--- src/rtl/aclk_display_ctrl_pkg.sv ---
// Shared types and constants for the alarm-clock display/alarm controller.
// Latency: n/a (declarations only).
// Backpressure: n/a (no flow control; declarations only).
package aclk_pkg;

  typedef enum logic [1:0] {
    IDLE    = 2'd0,
    RINGING = 2'd1,
    SNOOZE  = 2'd2
  } aclk_alm_state_t;

  localparam logic [7:0] ASCII_ZERO  = 8'h30;
  localparam logic [7:0] ASCII_ERR   = 8'h45;
  localparam logic [7:0] ASCII_BLANK = 8'h20;

endpackage

--- src/rtl/aclk_display_ctrl_if.sv ---
// Bundle of the time/alarm/key buses, control strobes and display outputs.
// Latency: n/a (wiring only).
// Backpressure: none; slave samples every cycle.
// Ports: master drives tick/times/controls and reads display/sound_alarm;
//        slave (the controller) is the opposite side.
interface aclk_display_ctrl_if #(
  parameter int NUM_DIGITS = 4
);
  logic                    tick;
  logic [4*NUM_DIGITS-1:0] current_time;
  logic [4*NUM_DIGITS-1:0] alarm_time;
  logic [4*NUM_DIGITS-1:0] key_time;
  logic                    show_new_time;
  logic                    show_a;
  logic                    alarm_en;
  logic                    alarm_off;
  logic                    snooze;
  logic [8*NUM_DIGITS-1:0] display;
  logic                    sound_alarm;

  modport master (
    output tick, current_time, alarm_time, key_time,
    output show_new_time, show_a, alarm_en, alarm_off, snooze,
    input  display, sound_alarm
  );

  modport slave (
    input  tick, current_time, alarm_time, key_time,
    input  show_new_time, show_a, alarm_en, alarm_off, snooze,
    output display, sound_alarm
  );
endinterface

--- src/rtl/aclk_display_ctrl_digit_encode.sv ---
// BCD digit to ASCII character, with forced blank.
// Latency: combinational.
// Backpressure: none.
// Ports: bcd (4b digit), blank (force space), ascii (8b character).
module aclk_digit_encode
  import aclk_pkg::*;
(
  input  logic [3:0] bcd,
  input  logic       blank,
  output logic [7:0] ascii
);

  always_comb begin
    ascii = ASCII_BLANK;
    if (!blank) begin
      // Non-decimal nibbles are shown as 'E' so corrupt time is visible.
      ascii = (bcd <= 4'd9) ? (ASCII_ZERO + {4'h0, bcd}) : ASCII_ERR;
    end
  end

endmodule

--- src/rtl/aclk_display_ctrl.sv ---
// Alarm-clock display driver plus alarm FSM (match edge detect, ring timeout, blink, snooze).
// Latency: display 1 cycle from any input; sound_alarm 1 cycle after match_rise is sampled.
// Backpressure: none; all inputs sampled every clock. Snooze needs macro ACLK_SNOOZE_EN.
// Ports: clock, reset_n (async active-low), bus (aclk_display_ctrl_if.slave).
module aclk_display_ctrl
  import aclk_pkg::*;
#(
  parameter int NUM_DIGITS  = 4,
  parameter int RING_SECS   = 60,
  parameter int SNOOZE_SECS = 300
) (
  input  logic                clock,
  input  logic                reset_n,
  aclk_display_ctrl_if.slave  bus
);

  localparam int RW = $clog2(RING_SECS + 1);

  aclk_alm_state_t state, state_nxt;
  logic [RW-1:0]   ring_cnt, ring_nxt;
  logic            blink_ph, blink_nxt;
  logic            eq, eq_q, match_rise;

`ifdef ACLK_SNOOZE_EN
  localparam int SW = $clog2(SNOOZE_SECS + 1);
  logic [SW-1:0]   snz_cnt, snz_nxt;
`endif

  // Rising edge of the match only, so a held match fires once.
  assign eq         = (bus.current_time == bus.alarm_time);
  assign match_rise = eq & ~eq_q & bus.alarm_en;

  always_comb begin
    state_nxt = state;
    ring_nxt  = ring_cnt;
    blink_nxt = 1'b0;
`ifdef ACLK_SNOOZE_EN
    snz_nxt   = snz_cnt;
`endif
    if (!bus.alarm_en) begin
      state_nxt = IDLE;
    end else begin
      case (state)
        IDLE: begin
          if (match_rise) begin
            state_nxt = RINGING;
            ring_nxt  = RW'(RING_SECS);
          end
        end
        RINGING: begin
          blink_nxt = blink_ph ^ bus.tick;
          if (bus.alarm_off) begin
            state_nxt = IDLE;
            blink_nxt = 1'b0;
`ifdef ACLK_SNOOZE_EN
          end else if (bus.snooze) begin
            state_nxt = SNOOZE;
            snz_nxt   = SW'(SNOOZE_SECS);
            blink_nxt = 1'b0;
`endif
          end else if (bus.tick) begin
            if (ring_cnt == RW'(1)) begin
              state_nxt = IDLE;
              blink_nxt = 1'b0;
            end else begin
              ring_nxt = ring_cnt - RW'(1);
            end
          end
        end
`ifdef ACLK_SNOOZE_EN
        SNOOZE: begin
          if (bus.alarm_off) begin
            state_nxt = IDLE;
          end else if (bus.tick) begin
            if (snz_cnt == SW'(1)) begin
              state_nxt = RINGING;
              ring_nxt  = RW'(RING_SECS);
            end else begin
              snz_nxt = snz_cnt - SW'(1);
            end
          end
        end
`endif
        default: state_nxt = IDLE;
      endcase
    end
  end

  always_ff @(posedge clock or negedge reset_n) begin
    if (!reset_n) begin
      state    <= IDLE;
      ring_cnt <= '0;
      blink_ph <= 1'b0;
      // Start as "already matching" so a match present at reset cannot fire.
      eq_q     <= 1'b1;
`ifdef ACLK_SNOOZE_EN
      snz_cnt  <= '0;
`endif
    end else begin
      state    <= state_nxt;
      ring_cnt <= ring_nxt;
      blink_ph <= blink_nxt;
      eq_q     <= eq;
`ifdef ACLK_SNOOZE_EN
      snz_cnt  <= snz_nxt;
`endif
    end
  end

  assign bus.sound_alarm = (state == RINGING);

  // Source select and per-digit encode; only the live clock view blinks.
  logic [4*NUM_DIGITS-1:0] sel_time;
  logic [8*NUM_DIGITS-1:0] disp_nxt;
  logic                    blank_all;

  assign sel_time  = bus.show_new_time ? bus.key_time :
                     bus.show_a        ? bus.alarm_time : bus.current_time;
  assign blank_all = blink_ph & ~bus.show_new_time & ~bus.show_a;

  for (genvar gi = 0; gi < NUM_DIGITS; gi++) begin : g_dig
    aclk_digit_encode u_enc (
      .bcd   (sel_time[4*gi +: 4]),
      .blank (blank_all),
      .ascii (disp_nxt[8*gi +: 8])
    );
  end

  always_ff @(posedge clock or negedge reset_n) begin
    if (!reset_n) begin
      bus.display <= {NUM_DIGITS{ASCII_BLANK}};
    end else begin
      bus.display <= disp_nxt;
    end
  end

endmodule

--- src/flat_wrapper.sv ---
// flat-port wrapper written by rule: the top's interface ports become plain ports
module aclk_display_ctrl_flat import aclk_pkg::*;
#(
  parameter int NUM_DIGITS  = 4,
  parameter int RING_SECS   = 60,
  parameter int SNOOZE_SECS = 300
)
  (clock, reset_n, bus_tick, bus_current_time, bus_alarm_time, bus_key_time, bus_show_new_time, bus_show_a, bus_alarm_en, bus_alarm_off, bus_snooze, bus_display, bus_sound_alarm);
  aclk_display_ctrl_if #(.NUM_DIGITS(NUM_DIGITS)) bus_i ();
  input  logic clock;
  input  logic reset_n;
  input wire logic [$bits(bus_i.tick)-1:0] bus_tick;
  input wire logic [$bits(bus_i.current_time)-1:0] bus_current_time;
  input wire logic [$bits(bus_i.alarm_time)-1:0] bus_alarm_time;
  input wire logic [$bits(bus_i.key_time)-1:0] bus_key_time;
  input wire logic [$bits(bus_i.show_new_time)-1:0] bus_show_new_time;
  input wire logic [$bits(bus_i.show_a)-1:0] bus_show_a;
  input wire logic [$bits(bus_i.alarm_en)-1:0] bus_alarm_en;
  input wire logic [$bits(bus_i.alarm_off)-1:0] bus_alarm_off;
  input wire logic [$bits(bus_i.snooze)-1:0] bus_snooze;
  output wire logic [$bits(bus_i.display)-1:0] bus_display;
  output wire logic [$bits(bus_i.sound_alarm)-1:0] bus_sound_alarm;
  assign bus_i.tick = bus_tick;
  assign bus_i.current_time = bus_current_time;
  assign bus_i.alarm_time = bus_alarm_time;
  assign bus_i.key_time = bus_key_time;
  assign bus_i.show_new_time = bus_show_new_time;
  assign bus_i.show_a = bus_show_a;
  assign bus_i.alarm_en = bus_alarm_en;
  assign bus_i.alarm_off = bus_alarm_off;
  assign bus_i.snooze = bus_snooze;
  assign bus_display = bus_i.display;
  assign bus_sound_alarm = bus_i.sound_alarm;
  aclk_display_ctrl #(.NUM_DIGITS(NUM_DIGITS), .RING_SECS(RING_SECS), .SNOOZE_SECS(SNOOZE_SECS)) u_core (.clock(clock), .reset_n(reset_n), .bus(bus_i));
endmodule
--- config.mk ---
export PLATFORM = sky130hd
export DESIGN_NAME = aclk_display_ctrl_flat
export DESIGN_NICKNAME = d
export VERILOG_FILES = /design/src/rtl/aclk_display_ctrl_pkg.sv /design/src/rtl/aclk_display_ctrl_if.sv /design/src/rtl/aclk_display_ctrl_digit_encode.sv /design/src/rtl/aclk_display_ctrl.sv /design/src/flat_wrapper.sv
export SDC_FILE = /design/constraint.sdc
export NUM_CORES = 1
export LEC_CHECK = 0
export ABC_AREA = 1
export ABC_CLOCK_PERIOD_IN_PS = 4250
export CORE_ASPECT_RATIO = 0.75
export CORE_MARGIN = 2
export CORE_UTILIZATION = 68
export DETAILED_ROUTE_END_ITERATION = 8
export DONT_BUFFER_PORTS = 1
export GPL_ROUTABILITY_DRIVEN = 0
export GPL_TIMING_DRIVEN = 0
export PLACE_DENSITY_LB_ADDON = 0.12
export SYNTH_ARGS = -nofsm -noshare
export SYNTH_HDL_FRONTEND = slang
export SYNTH_HIERARCHICAL = 1
export SYNTH_SLANG_ARGS = --single-unit
export TNS_END_PERCENT = 100
--- constraint.sdc ---
create_clock -name clock -period 4.25 [get_ports clock]
set_input_delay 0.2125 -clock clock [delete_from_list [all_inputs] [get_ports clock]]
set_output_delay 0.2125 -clock clock [all_outputs]
set_load 0.02 [all_outputs]
==> results of run 1 <==
[cell type report]
type,count,share of cell area [%]
Sequential cell,41,40.24
Buffer,10,2.049
Timing Repair Buffer,2,1.171
Multi-Input combinational cell,216,41.56
Inverter,62,9.073
Clock buffer,7,3.756
Tap cell,40,1.951
Clock inverter,1,0.1951
[worst paths after layout]
path                               startpoint                     end  slack [ps]  cells past startpoint
setup / recovery            bus_show_new_time  u_core/bus.display[10]        2510                      7
max in group asynchronous             reset_n  u_core/bus.display[29]        3610                      2
setup reg to reg              u_core/blink_ph  u_core/bus.display[10]        2570                      5
hold reg to reg            u_core/ring_cnt[5]      u_core/ring_cnt[5]         520                      2
hold / removal                       bus_tick         u_core/blink_ph         100                      2
min in group asynchronous             reset_n   u_core/bus.display[0]         380                      2
[layout by cell type (no fill, tap or decap), drive strengths merged, types with 2 or more instances in the layout]
cell	instances
nand2	99
dfstp	5
a21oi	27
dfrtp	36
clkbuf	12
buf	6
o21ai	18
ha	2
nor3	2
conb	4
nor2	45
inv	62
nand3	14
[timing repair]
action                     CTS  global route
resized for setup            0             0
hold buffers                 2             0
setup endpoints to repair    0             0
hold endpoints to repair    41             0
[state kept, by name, summed over array words and instances, names as in the netlist]
name / cells
u_core/bus.display: 32
u_core/blink_ph: 1
u_core/eq_q: 1
u_core/ring_cnt: 6
u_core/state: 1
[metal layers]
layer	track usage, %	vias up
met5	0	-
met4	10.51	0
met3	9.307	9
met2	43.25	72
met1	31.26	872
li1	-	1002
[cells by family after synthesis]
kind of cell               share of synthesized area, %
DFF                                               43.31
adders and majority gates                         1.050
other                                            0.6297
buffers and inverters                             11.97
xor gates and xnor gates                         0.7350
and+or+nand+nor                                   31.08
AOI/OAI and AO/OA                                 11.23
[stage by stage]
stage	hold slack, ps	instances
after floorplan	-83.09	329
after global placement	-82.56	369
after detailed placement	-82.61	369
after CTS	99.01	379
after global routing	108.4	379
final	104.6	379
[where the power goes]
group	switching (uW)	internal [uW]	total, uW	leakage (uW)
clock	121	147	267	0.0000542
combinational	76.7	43.9	121	0.000880
sequential	51.9	425	477	0.000489
[worst register-to-register path, delay by kind of cell, from the launching register on]
family | cells | cell delay [ps]
buffers and inverters | 1 | 150
AND/OR/NAND/NOR | 3 | 950
AO/OA/AOI/OAI | 1 | 60
flip-flops | 1 | 370
==> summary.txt, run 1 <==
Final TNS setup = 0 ps
Number of global-route vias before repair = 1906
# fillers = 235
First-pass GRT wire length = 8.114 mm
Mapped Cells = 329
Leakage = 0.001423 uW
DRC = 0
Top cells by area, synth = dfrtp_1 (38%), nand2_1 (14%), inv_1 (8.0%), nor2_1 (6.8%), dfstp_2 (5.5%)
Routed wire length on met2 = 2.374 mm
Critical-path cell list = inv_2 -> clkbuf_1 -> nand2_1 -> nor2_1 -> inv_2 -> nand3_4 -> o21ai_2
Final hold viol count = 0
Power density over the cells = 337.0 mW/mm^2
FF+latch count, synth = 41
Post-synth EDFFs = 0
Routed Antenna Nets = 0
Top Layer Used = met4
WS Path Type = input port to register
Max incr delay on CP = 740 ps
Register area = 0.001032 sq mm
Synth cell types = 30
Die extent in x = 72.37 um
Worst Path Max Fanout = 10
Peak supply drop = 0.2212 mV
Remaining Overflow, GRT = 0
Die area = 0.004000 sq mm
Crit-path slowest cell = nor2_1
WL/cell = 12.92 um
Critical Path AT = 1890 ps
Final core utilization = 77.48%
RSZ-0062 raised after global routing = false
Worst EP required = 4390 ps
Post-CTS Setup Inserts = 0
Antenna cells = 0
Max-slew headroom = 36.23%
Slew @ Worst Pin = 953.0 ps
Final instance area = 0.002565 sq mm
CTS root buf = clkbuf_8
Status = complete, no violations
Area leader, netlist = dfrtp_1
Fraction of registers with async set/reset = 100.0%
Vias per cell = 5.158
Via count = 1955
Peak Freq = 574.5 MHz
Critical path endpoint category = register
Fin crit share = 40.95%
Synth-to-layout area growth = 7.612%
Min-Delay Path Class = input port to register
Largest net degree at the start of global routing = 42
Synth warn = 6
Detailed placement HPWL = 3.676 mm
DIE HEIGHT = 55.27 um
Avg Inst Size Synth = 7.245 sq um
Max Cap Viol = 0
Seq/Total Area, Yosys = 43.31%
Clk sinks = 41
Num rows = 18
Fin. max-slew vios = 0
Synth Net Count = 387
DP Area = 0.002434 sq mm
Worst setup SP type = input port
Antenna violations before repair = 0
Total Routing Usage GR = 26.31%
Pre-CTS WS = 2218 ps
Tot Pwr = 864.4 uW
Core Box Area = 0.003311 sq mm
WL met3 = 387 um
Post-Synthesis Cell Area = 0.002384 sq mm
Num CTS Buffers = 5
Final WS setup = 2509 ps
Total Wirelength = 4.897 mm
Iter 0 DRT Violations = 170
CP most frequent cell = inv_2
CTS max path bufs = 2
Multi-input combinational cell area = 0.001066 sq mm
Io pins = 89
Count leader, synth = nand2_1
Port Buffers = 0
Clock slew at reported path FFs = 70 ps
Minimum clock period = 1741 ps
Worst-Skew Late Latency = 290 ps
Htree depth = 2
Final Net Count = 396
CP delay by family, top = simple AND/OR/NAND/NOR gates
Starting Density = 72.00%
TritonCTS clock tree = yes
Final setup violation count = 0
Worst clock skew = 7.787 ps
Routed metal-1 wirelength = 2.070 mm
Predominant post-synthesis flop cell = dfrtp_1
Commonest cells post-synth = nand2_1 (88), inv_1 (51), nor2_1 (43), dfrtp_1 (36), a21oi_1 (26)
Worst path bufs/invs = 3
Synth top area share = 37.80%
Share of cells above drive strength 1 = 15.63%
DRT Pass-1 Iters = 4
Power figures use the tool's default switching activity.
==> run 2, diff against run 1 <==
- ABC_CLOCK_PERIOD_IN_PS: 4250 -> 1400
- CORE_UTILIZATION: 68 -> 57
- clock period: 4.25 -> 1.4 ns (I/O delays scaled with it)
==> run 2 against run 1 <==
  * Core utilization decreased by 12 points
  * Register-to-register slack got worse by 2500 ps
  * Hold slack got worse by 87 ps
  * Wire length decreased by 0.65%
  * Highest routed layer unchanged
==> summary.txt, run 2 (synthesis gave the netlist of run 1 again) <==
Peak supply drop = 0.6279 mV
Highest-count cells in the layout ignoring fill and taps = nand2_1 (88), inv_1 (50), nor2_1 (41)
Slew @ Worst Pin = 577.8 ps
Starting Density = 59.16%
Met1 Track Usage GR = 26.35%
Final Net Count = 399
Remaining Overflow, GRT = 0
Critical Path AT = 1480 ps
Met3 Use GR = 8.308%
Antenna violations before repair = 0
Htree depth = 2
TritonCTS clock tree = yes
Largest regs = u_core/bus.display x32, u_core/ring_cnt x6
# fillers = 365
Worst Path Max Fanout = 8
Max-slew headroom = 61.48%
Worst r2r path cells = 6
Peak Freq = 765.3 MHz
Minimum clock period = 1307 ps
Final hold viol count = 0
Core Box Area = 0.004029 sq mm
Final instance area = 0.002623 sq mm
Hold Path Depth = 3
Iter 0 DRT Violations = 122
Io pins = 89
Fin. max-slew vios = 0
Die area = 0.004720 sq mm
Largest net degree at the start of global routing = 42
Detailed placement HPWL = 3.750 mm
DIE HEIGHT = 60 um
Met2 Use GR = 37.48%
Worst EP required = 1580 ps
Synth-to-layout area growth = 10.03%
Critical-path cell list = nor3_4 -> nand3_2 -> nand2_4 -> nand2_4 -> nand2_1 -> nand2_1
Total Wirelength = 4.865 mm
Gr busiest metal = met2
Status = complete, no violations
Min-Delay Path Class = input port to register
First-pass GRT wire length = 8.079 mm
Finished Layout Cells = 397
Die extent in x = 78.67 um
Port Buffers = 0
DRC = 0
RSZ-0062 raised after global routing = true
Routed Antenna Nets = 0
Num rows = 20
Total Routing Usage GR = 22.22%
Num CTS Buffers = 5
Crit-path slowest cell = dfrtp_2
Antenna cells = 0
Share of cells above drive strength 1 = 16.96%
Worst-Skew Late Latency = 280 ps
WS Path Type = register to register
Power density over the cells = 1004 mW/mm^2
Final setup violation count = 0
Worst clock skew = 4.096 ps
Max Cap Viol = 0
Cell Count Post-Placement = 384
Leakage = 0.001436 uW
Vias per cell = 4.929
Max incr delay on CP = 530 ps
WL/cell = 12.25 um
Largest register FFs = 32
Clk sinks = 41
Critical path endpoint category = register
Commonest non-fill, non-tap cell in the layout = nand2_1
Via count = 1957
CTS root buf = clkbuf_8
Clock slew at reported path FFs = 70 ps
Worst setup SP type = register
Number of global-route vias before repair = 1874
Worst hold margin = 17.16 ps
Reg with most FFs = u_core/bus.display
DP Area = 0.002455 sq mm
DRT Pass-1 Iters = 4
CTS max path bufs = 2
Fin crit share = 93.34%
## run 2: changes by cell type in the layout (fill, tap and decap cells not counted)
cell,delta
dlygate4sd3_1,+2
nor2_4,+1
nor2_2,+1
nor2_1,-2
o21ai_1,+1
dfrtp_1,-1
inv_2,+1
inv_1,-1
dfrtp_2,+1
o21ai_0,-1
buf_4,+1
## run 2: what timing repair did
item	in CTS	in global routing
buffers inserted	0	1
hold buffers	4	0
pin swaps	0	2
setup endpoints to repair	6	25
gates resized for setup	1	4
hold endpoints to repair	43	0
## run 2: cell type report
type,instances,area (sq um),share of cell area (%)
Timing Repair Buffer,5,57.56,2.195
Tap cell,55,68.82,2.624
Sequential cell,41,1033,39.41
Buffer,10,52.55,2.004
Clock inverter,1,5.005,0.1908
Multi-Input combinational cell,216,1076,41.03
Clock buffer,7,96.34,3.674
Inverter,62,232.7,8.874
## run 2: final timing paths
check,startpoint,to,slack (ps)
min in group asynchronous,reset_n,u_core/ring_cnt[4],250
hold / removal,bus_alarm_off,u_core/state[0],20
setup reg to reg,u_core/state[0],u_core/ring_cnt[0],90
setup / recovery,u_core/state[0],u_core/ring_cnt[0],90
hold reg to reg,u_core/ring_cnt[1],u_core/ring_cnt[1],510
max in group asynchronous,reset_n,u_core/bus.display[5],890
## run 2: worst max-delay path: cells and delay by family (launching register included)
family	cells	cell delay [ps]
simple gates	6	680
flops	1	530
## run 2: through the flow
step,TNS [ps],worst slack [ps],power (uW),utilization (%)
after global placement,-4051,-185.3,1798,60.93
after detailed placement,-4746,-215.5,1809,60.93
after CTS,0,29.57,2672,64.72
after floorplan,0,137.3,1743,-
final,0,93.28,2632,65.09
after global routing,-6.302,-6.302,2785,65.09
## run 2: per-layer routing
| layer | up-vias | wire, um |
|---|---|---|
| li1 | 1007 | - |
| met1 | 870 | 2102 |
| met2 | 67 | 2275 |
| met3 | 13 | 388 |
| met4 | 0 | 99 |
| met5 | - | 0 |
## run 2: power breakdown
| group | internal, uW | switching [uW] |
|---|---|---|
| sequential | 1290 | 161 |
| clock | 445 | 367 |
| combinational | 137 | 232 |
| total | 1870 | 761 |
==> run 3, diff against run 2 <==
- CORE_MARGIN: 2 -> unset
- GPL_TIMING_DRIVEN: 0 -> unset
==> run 3 against run 2 <==
  * Core utilization up 3.7 points
  * Critical endpoint unchanged
  * Sequential share of layout area down 0.22 points
  * Largest cell class unchanged
  * Sequential cell count unchanged
  * Design area up 0.43%
  * Hold slack better by 4.7 ps
  * Combinational power down 5.7%
  * Die area down 5.8%
  * Fmax up 1.7%
  * Largest power group unchanged
  * Register-to-register slack better by 20 ps
==> summary.txt, run 3 (synthesis gave the netlist of run 1 again) <==
CTS max path bufs = 2
Met1 Track Usage GR = 30.21%
Worst-Skew Late Latency = 280 ps
Num CTS Buffers = 5
Synth-to-layout area growth = 10.50%
Reg with most FFs = u_core/bus.display
Leakage = 0.001438 uW
Vias per cell = 4.997
Peak supply drop = 0.6507 mV
TritonCTS clock tree = yes
# fillers = 323
Pre-CTS WS = 108.4 ps
Final WS setup = 114.6 ps
Antenna cells = 0
Clk sinks = 41
Starting Density = 62.28%
Fin. max-slew vios = 0
Num rows = 19
Max-slew headroom = 63.50%
CTS root buf = clkbuf_8
Final TNS setup = 0 ps
Highest-count cells in the layout ignoring fill and taps = nand2_1 (87), inv_1 (49), nor2_1 (41)
DRT Pass-1 Iters = 6
Share of cells above drive strength 1 = 18.05%
Met2 Use GR = 40.31%
Worst Path Max Fanout = 7
Die area = 0.004447 sq mm
Largest register FFs = 32
Power density over the cells = 1049 mW/mm^2
Port Buffers = 0
WS Path Type = register to register
Fin crit share = 91.81%
Worst clock skew = 1.452 ps
Critical path endpoint category = register
Via count = 1949
Status = complete, no violations
Largest regs = u_core/bus.display x32, u_core/ring_cnt x6
Clock slew at reported path FFs = 70 ps
Worst setup SP type = register
Core Box Area = 0.003827 sq mm
Final Net Count = 395
WL/cell = 12.42 um
Detailed placement HPWL = 3.559 mm
Commonest non-fill, non-tap cell in the layout = nand2_1
Largest net degree at the start of global routing = 42
DRC = 0
Max Cap Viol = 0
Routed Antenna Nets = 0
DIE HEIGHT = 58 um
Total Wirelength = 4.844 mm
Io pins = 89
Die extent in x = 76.67 um
Critical Path AT = 1510 ps
Worst hold margin = 21.86 ps
Final hold viol count = 0
Slew @ Worst Pin = 547.5 ps
Number of global-route vias before repair = 1801
Antenna violations before repair = 0
Peak Freq = 778.0 MHz
Gr busiest metal = met2
Met3 Use GR = 7.559%
Final setup violation count = 0
Total Routing Usage GR = 23.85%
Worst EP required = 1630 ps
Htree depth = 2
Iter 0 DRT Violations = 133
First-pass GRT wire length = 8.217 mm
Min-Delay Path Class = input port to register
Remaining Overflow, GRT = 0
RSZ-0062 raised after global routing = false
Minimum clock period = 1285 ps
==> run 3: through the flow <==
step,area [sq um],total power (uW),instances,util (%)
2_1_floorplan,2386,1743,329,-
3_3_place_gp,2429,1767,375,63.45
3_5_place_dp,2429,1778,375,63.45
4_1_cts,2609,2794,388,68.16
5_1_grt,2634,2899,390,68.81
6_report,2634,2764,390,68.81
==> run 3: power by group <==
part           total (uW)  internal (uW)  switching (uW)
Combinational         348            129             218
Clock                 969            579             390
Sequential           1450           1290             159
Total                2760           2000             767
==> run 3: worst paths after layout <==
path                                         start            endpoint  slack [ps]  cells after the start
worst max-delay path            u_core/ring_cnt[4]  u_core/ring_cnt[0]         110                      7
worst max register to register  u_core/ring_cnt[4]  u_core/ring_cnt[0]         110                      7
min in group asynchronous                  reset_n  u_core/ring_cnt[3]         260                      2
max in group asynchronous                  reset_n         u_core/eq_q         890                      2
worst min-delay path                 bus_alarm_off     u_core/blink_ph          20                      3
worst min register to register  u_core/ring_cnt[5]  u_core/ring_cnt[5]         540                      2
==> run 3: cell type report <==
cell class,instances,area [sq um],area share [%]
well taps,52,65.06,2.470
clock buffers,6,82.58,3.135
inverters,62,232.7,8.836
repair buffers,11,105.1,3.991
clock inverters,2,37.54,1.425
flip-flops and latches,41,1032,39.19
multi-input cells,216,1079,40.95
==> run 3: repair_timing <==
item / 4_1_cts / 5_1_grt
hold buffers: 5 / 0
buffers inserted: 0 / 2
hold endpoints to repair: 44 / 0
setup endpoints to repair: 0 / 6
gates resized for setup: 0 / 6
==> run 3: routing by layer <==
| layer | vias to the layer above | share of wire, % |
|---|---|---|
| met5 | - | 0 |
| met4 | 0 | 0.62 |
| met3 | 4 | 7.1 |
| met2 | 72 | 47 |
| met1 | 874 | 45 |
| li1 | 999 | - |
==> run 3: worst max-delay path, stage by stage (launching register included) <==
cell and delay (ps):
dfrtp_1 440, nor3_1 220, nand3_1 150, nand2_2 120
nand2_4 90, nand2_4 100, nand2_1 50, nand2_1 50
